<file path="src/rtl/chunked_adder_if.sv">
// chunked_adder_if: operand/result handshake bundle for chunked_adder
interface chunked_adder_if #(parameter int WIDTH = 8);
  logic             in_valid;
  logic             in_ready;
  logic [WIDTH-1:0] a;
  logic [WIDTH-1:0] b;
  logic             sub;
  logic             out_valid;
  logic             out_ready;
  logic [WIDTH:0]   s;
  logic             ovf;
  modport master (output in_valid, a, b, sub, out_ready, input in_ready, out_valid, s, ovf);
  modport slave  (input in_valid, a, b, sub, out_ready, output in_ready, out_valid, s, ovf);
endinterface

</file>
<file path="src/rtl/chunked_adder.sv">
// chunked_adder: multi-cycle add/subtract, CHUNK bits per clock LSB-first, with signed overflow
module chunked_adder #(
  parameter int WIDTH = 8,
  parameter int CHUNK = 2
) (
  input logic           clk,
  input logic           rst_n,
  chunked_adder_if.slave bus
);
  localparam int N  = WIDTH / CHUNK;
  localparam int IW = N > 1 ? $clog2(N) : 1;
  typedef enum logic [1:0] {IDLE, BUSY, DONE} state_t;
  state_t           state_q, state_d;
  logic [IW-1:0]    idx_q, idx_d;
  logic             carry_q, carry_d;
  logic [WIDTH-1:0] a_q, a_d, b_q, b_d, res_q, res_d;
  logic             cout_q, cout_d, ovf_q, ovf_d;
  logic [CHUNK:0]   sum;
  assign bus.in_ready  = state_q == IDLE;
  assign bus.out_valid = state_q == DONE;
  assign bus.s         = {cout_q, res_q};
  assign bus.ovf       = ovf_q;
  always_comb begin
    state_d = state_q;
    idx_d   = idx_q;
    carry_d = carry_q;
    a_d     = a_q;
    b_d     = b_q;
    res_d   = res_q;
    cout_d  = cout_q;
    ovf_d   = ovf_q;
    sum     = {1'b0, a_q[idx_q*CHUNK +: CHUNK]} + {1'b0, b_q[idx_q*CHUNK +: CHUNK]} + (CHUNK+1)'(carry_q);
    case (state_q)
      IDLE: if (bus.in_valid) begin
        state_d = BUSY;
        a_d     = bus.a;
        b_d     = bus.sub ? ~bus.b : bus.b;
        carry_d = bus.sub;
        idx_d   = '0;
        res_d   = '0;
        cout_d  = 1'b0;
        ovf_d   = 1'b0;
      end
      BUSY: begin
        res_d[idx_q*CHUNK +: CHUNK] = sum[CHUNK-1:0];
        carry_d = sum[CHUNK];
        idx_d   = idx_q + 1'b1;
        if (idx_q == IW'(N-1)) begin
          state_d = DONE;
          idx_d   = '0;
          cout_d  = sum[CHUNK];
          // carry into the MSB is recovered as r ^ a ^ b at that bit
          ovf_d   = sum[CHUNK] ^ sum[CHUNK-1] ^ a_q[WIDTH-1] ^ b_q[WIDTH-1];
        end
      end
      DONE: state_d = bus.out_ready ? IDLE : DONE;
      default: state_d = IDLE;
    endcase
  end
  always_ff @(posedge clk) begin
    if (!rst_n) begin
      state_q <= IDLE;
      idx_q   <= '0;
      carry_q <= 1'b0;
      a_q     <= '0;
      b_q     <= '0;
      res_q   <= '0;
      cout_q  <= 1'b0;
      ovf_q   <= 1'b0;
    end else begin
      state_q <= state_d;
      idx_q   <= idx_d;
      carry_q <= carry_d;
      a_q     <= a_d;
      b_q     <= b_d;
      res_q   <= res_d;
      cout_q  <= cout_d;
      ovf_q   <= ovf_d;
    end
  end
endmodule
</file>
<file path="src/flat_wrapper.sv">
// flat-port wrapper written by rule: the top's interface ports become plain ports
module chunked_adder_flat 
#(
  parameter int WIDTH = 8,
  parameter int CHUNK = 2
)
  (clk, rst_n, bus_in_valid, bus_a, bus_b, bus_sub, bus_out_ready, bus_in_ready, bus_out_valid, bus_s, bus_ovf);
  chunked_adder_if #(.WIDTH(WIDTH)) bus_i ();
  input logic clk;
  input logic rst_n;
  input wire logic [$bits(bus_i.in_valid)-1:0] bus_in_valid;
  input wire logic [$bits(bus_i.a)-1:0] bus_a;
  input wire logic [$bits(bus_i.b)-1:0] bus_b;
  input wire logic [$bits(bus_i.sub)-1:0] bus_sub;
  input wire logic [$bits(bus_i.out_ready)-1:0] bus_out_ready;
  output wire logic [$bits(bus_i.in_ready)-1:0] bus_in_ready;
  output wire logic [$bits(bus_i.out_valid)-1:0] bus_out_valid;
  output wire logic [$bits(bus_i.s)-1:0] bus_s;
  output wire logic [$bits(bus_i.ovf)-1:0] bus_ovf;
  assign bus_i.in_valid = bus_in_valid;
  assign bus_i.a = bus_a;
  assign bus_i.b = bus_b;
  assign bus_i.sub = bus_sub;
  assign bus_i.out_ready = bus_out_ready;
  assign bus_in_ready = bus_i.in_ready;
  assign bus_out_valid = bus_i.out_valid;
  assign bus_s = bus_i.s;
  assign bus_ovf = bus_i.ovf;
  chunked_adder #(.WIDTH(WIDTH), .CHUNK(CHUNK)) u_core (.clk(clk), .rst_n(rst_n), .bus(bus_i));
endmodule
</file>
<file path="config.mk">
export PLATFORM = sky130hd
export DESIGN_NAME = chunked_adder_flat
export DESIGN_NICKNAME = d
export VERILOG_FILES = /design/src/rtl/chunked_adder_if.sv /design/src/rtl/chunked_adder.sv /design/src/flat_wrapper.sv
export SDC_FILE = /design/constraint.sdc
export NUM_CORES = 1
export LEC_CHECK = 0
export CAP_MARGIN = 40
export CORE_AREA = 2 2 71 53
export DETAILED_ROUTE_END_ITERATION = 10
export DIE_AREA = 0 0 73 55
export HOLD_SLACK_MARGIN = 0.03
export PLACE_DENSITY = 0.73
export SYNTH_ARGS = -nofsm -noshare
export SYNTH_HDL_FRONTEND = slang
export SYNTH_SLANG_ARGS = --single-unit
</file>
<file path="constraint.sdc">
create_clock -name clk -period 3.21 [get_ports clk]
set_input_delay 0.321 -clock clk [delete_from_list [all_inputs] [get_ports clk]]
set_output_delay 0.321 -clock clk [all_outputs]
set_load 0.01 [all_outputs]
</file>
==> flow_metrics.tcl <==
set metrics [dict create \
    drive_gt1_share_pct 8.12 \
    clockBufferDepth 2 \
    ctsResizeCount 0 \
    grt_use_met2_pct 30.0 \
    synth_cell_types 36 \
    grt_pass1_wl_um 5490 \
    pwr-share-comb_pct 19.4 \
    drc_errors 0 \
    rows 18 \
    ir_drop_mv 0.245 \
    vias 1286 \
    area_growth_pct 24.9 \
    synth_area_sq_um 1590 \
    p_seq_share_pct 48.0 \
    syn_nets 192 \
    use_met3_pct 7.43 \
    seqCellArea_sq_um 621 \
    cp_data_required_time_ns 3.38 \
    initial_core_util_pct 47.5 \
    io_pins 33 \
    clock-root-buffer "clkbuf_8" \
    fmaxAchievable_mhz 388 \
    path_class "register to register" \
    yosys.area.top_type_share_pct 38.9 \
    grt-busiest-layer "met2" \
    die_w_um 73 \
    worstMarginPinSlew_ns 0.530 \
    numCtsBuffers 5 \
    port-buffer-count 32 \
    p_sw_w 0.000236 \
    p_int_w 0.000648 \
    maxCapViolations 0 \
    n_antenna_cell 0 \
    rsz0062_at_grt "no" \
    post-route-min-period_ns 2.57 \
    crit_path_max_fanout 5 \
    clockPowerShare_pct 32.6 \
    cts.sinks 31 \
    finalSetupViolCount 0 \
    finalClockSkew_ns 0.00213 \
    cp.arrival_ns 2.74 \
    cts.clk_slew.worst_paths_ns 0.06 \
    drv_slew 0 \
    finalHoldViolCount 0 \
    status "completed" \
    avgRoutedWirePerCell_um 13.9 \
    hold_path_class "register to register" \
    yosysSeqAreaShare_pct 38.9 \
    globalRouteMet1Util_pct 22.6 \
    place_inst 229 \
    antenna_found_initial 0 \
    grt_usage_pct 18.5 \
    nets 223 \
    coreArea_sq_um 3360 \
    post_cts_buffers 0 \
    synth_top_cell_by_area "dfxtp_1" \
    grt_max_degree 28 \
    final.fill_count 289 \
    fin_cells 237 \
    clkLatencyLatePin_ns 0.28 \
    swShare_pct 26.7 \
    die_h_um 55 \
    p_leak_nw 0.769 \
    htreeDepth 2 \
    multi_input_area_sq_um 881 \
    ctsHoldBuffers 0 \
    syn_area_per_cell_sq_um 9.66 \
    worstSetupStartpointType "register" \
    postRouteAntennaNets 0 \
    end_kind "register" \
    synthTopCellsByArea "dfxtp_1 39%, nand2_1 7.8%, xnor2_1 6.0%" \
    grt_pass1_vias 1297 \
    powerDensity_nw_per_um2 444 \
    drt-initial-drc-count 71 \
    drt_pass1_iterations 4 \
    viasPerCell 5.43 \
    dp_hpwl_um 2470 \
    finalSetupTns_ns 0 \
    die_area_sq_um 4020 \
    routabilityCongestion 0.820 \
    grt_overflow_total 0 \
    max_slew_margin_pct 64.5 \
    wirelength_um 3300 \
    post-route-period-util_pct 80.2 \
    synthCells 165 \
    synth.ff_latch_count 31 \
    tritoncts "yes" \
    yosys_warnings 0 \
]
[final cells by class]
class | count | area share (%)
Clock inverter | 1 | 0.251
Inverter | 4 | 0.754
Multi-Input combinational cell | 119 | 44.2
Timing Repair Buffer | 35 | 17.2
Clock buffer | 7 | 3.83
Tap cell | 40 | 2.51
Sequential cell | 31 | 31.2
[final timing paths]
kind,cells after the start,to,slack [ns],from
worst max register to register,6,u_core.bus.ovf,0.64,u_core.idx_q[0]
worst max-delay path,6,u_core.bus.ovf,0.64,u_core.idx_q[0]
worst min-delay path,2,u_core.res_q[2],0.45,u_core.res_q[2]
worst min register to register,2,u_core.res_q[2],0.45,u_core.res_q[2]
[power groups by stage]
| stage | Clock, W | Combinational [W] | Sequential (W) |
|---|---|---|---|
| finish | 0.000289 | 0.000171 | 0.000424 |
| global route | 0.000317 | 0.000188 | 0.000428 |
| CTS | 0.000296 | 0.000172 | 0.000424 |
| detailed placement | 0 | 0.000172 | 0.000433 |
| global placement | 0 | 0.000165 | 0.000433 |
| floorplan | 0 | 0.000124 | 0.000424 |
[worst max-delay path, stage by stage, from the launching register on]
cell and delay, ns:
dfxtp_1 0.44, mux4_2 0.55, fa_1 0.42, fa_1 0.56, xnor2_1 0.25, xnor2_1 0.15, o22ai_1 0.08
[sequential cells by signal (all words and copies together), names as in the netlist]
| signal | cells |
|---|---|
| u_core.a_q | 8 |
| u_core.b_q | 8 |
| u_core.bus.ovf | 1 |
| u_core.carry_q | 1 |
| u_core.cout_q | 1 |
| u_core.idx_q | 2 |
| u_core.res_q | 8 |
| u_core.state_q | 2 |
[cells in the mapped netlist, drive strengths merged]
master and number:
and2 1, inv 4, nand2b 2, nand3 6
o211ai 1, nand3b 1, and3b 1, mux2i 3
fa 2, o2bb2ai 2, nand4b 1, nor3 2
nor3b 2, o22ai 3, a31oi 1, nor2 2
dfxtp 31, o21ai 7, a21boi 15, ha 4
o211a 8, xnor2 11, nor2b 2, clkbuf 3
mux4 4, nor4 1, buf 8, or3b 1
o21a 1, nand4 2, nand2 33
[cell usage in the layout, fill, tap and decap left out, types with 2 or more instances in the layout]
cell type,n
ha_1,4
inv_1,4
o22ai_1,3
nand2_1,33
clkbuf_8,5
nor3_1,2
nor2_1,2
o21ai_0,7
nand4_1,2
mux2i_1,3
buf_4,3
nor2b_1,2
mux4_2,4
nand3_1,6
clkdlybuf4s50_1,32
dfxtp_1,31
clkbuf_1,2
o2bb2ai_1,2
a21boi_1,4
a21boi_0,11
xnor2_1,11
o211a_1,8
fa_1,2
[through the flow]
step	instance area [sq um]	hold WS (ns)	worst slack (ns)	util, %	total power [W]
final	1990	0.449	0.636	59.3	0.000884
after global routing	1990	0.476	0.526	59.3	0.000932
after CTS	1990	0.457	0.624	59.3	0.000893
after detailed placement	1910	0.447	0.641	56.9	0.000605
after global placement	1910	0.436	0.739	56.9	0.000598
after floorplan	1590	0.432	0.697	-	0.000548
[cells by family after synthesis]
family	Yosys count	share of synthesized area (%)
and+or+nand+nor	57	18.1
AOI/OAI and AO/OA	38	17.9
DFF	31	38.9
buffers and inverters	15	5.81
xor gates and xnor gates	11	6.04
muxes	7	7.54
adders and majority gates	6	5.65
[metal layers]
metal	up-vias	share of wire (%)
met3	7	5.5
met5	-	0
li1	634	-
met2	37	46
met1	608	47
met4	0	1.5
Power figures use the tool's default switching activity.
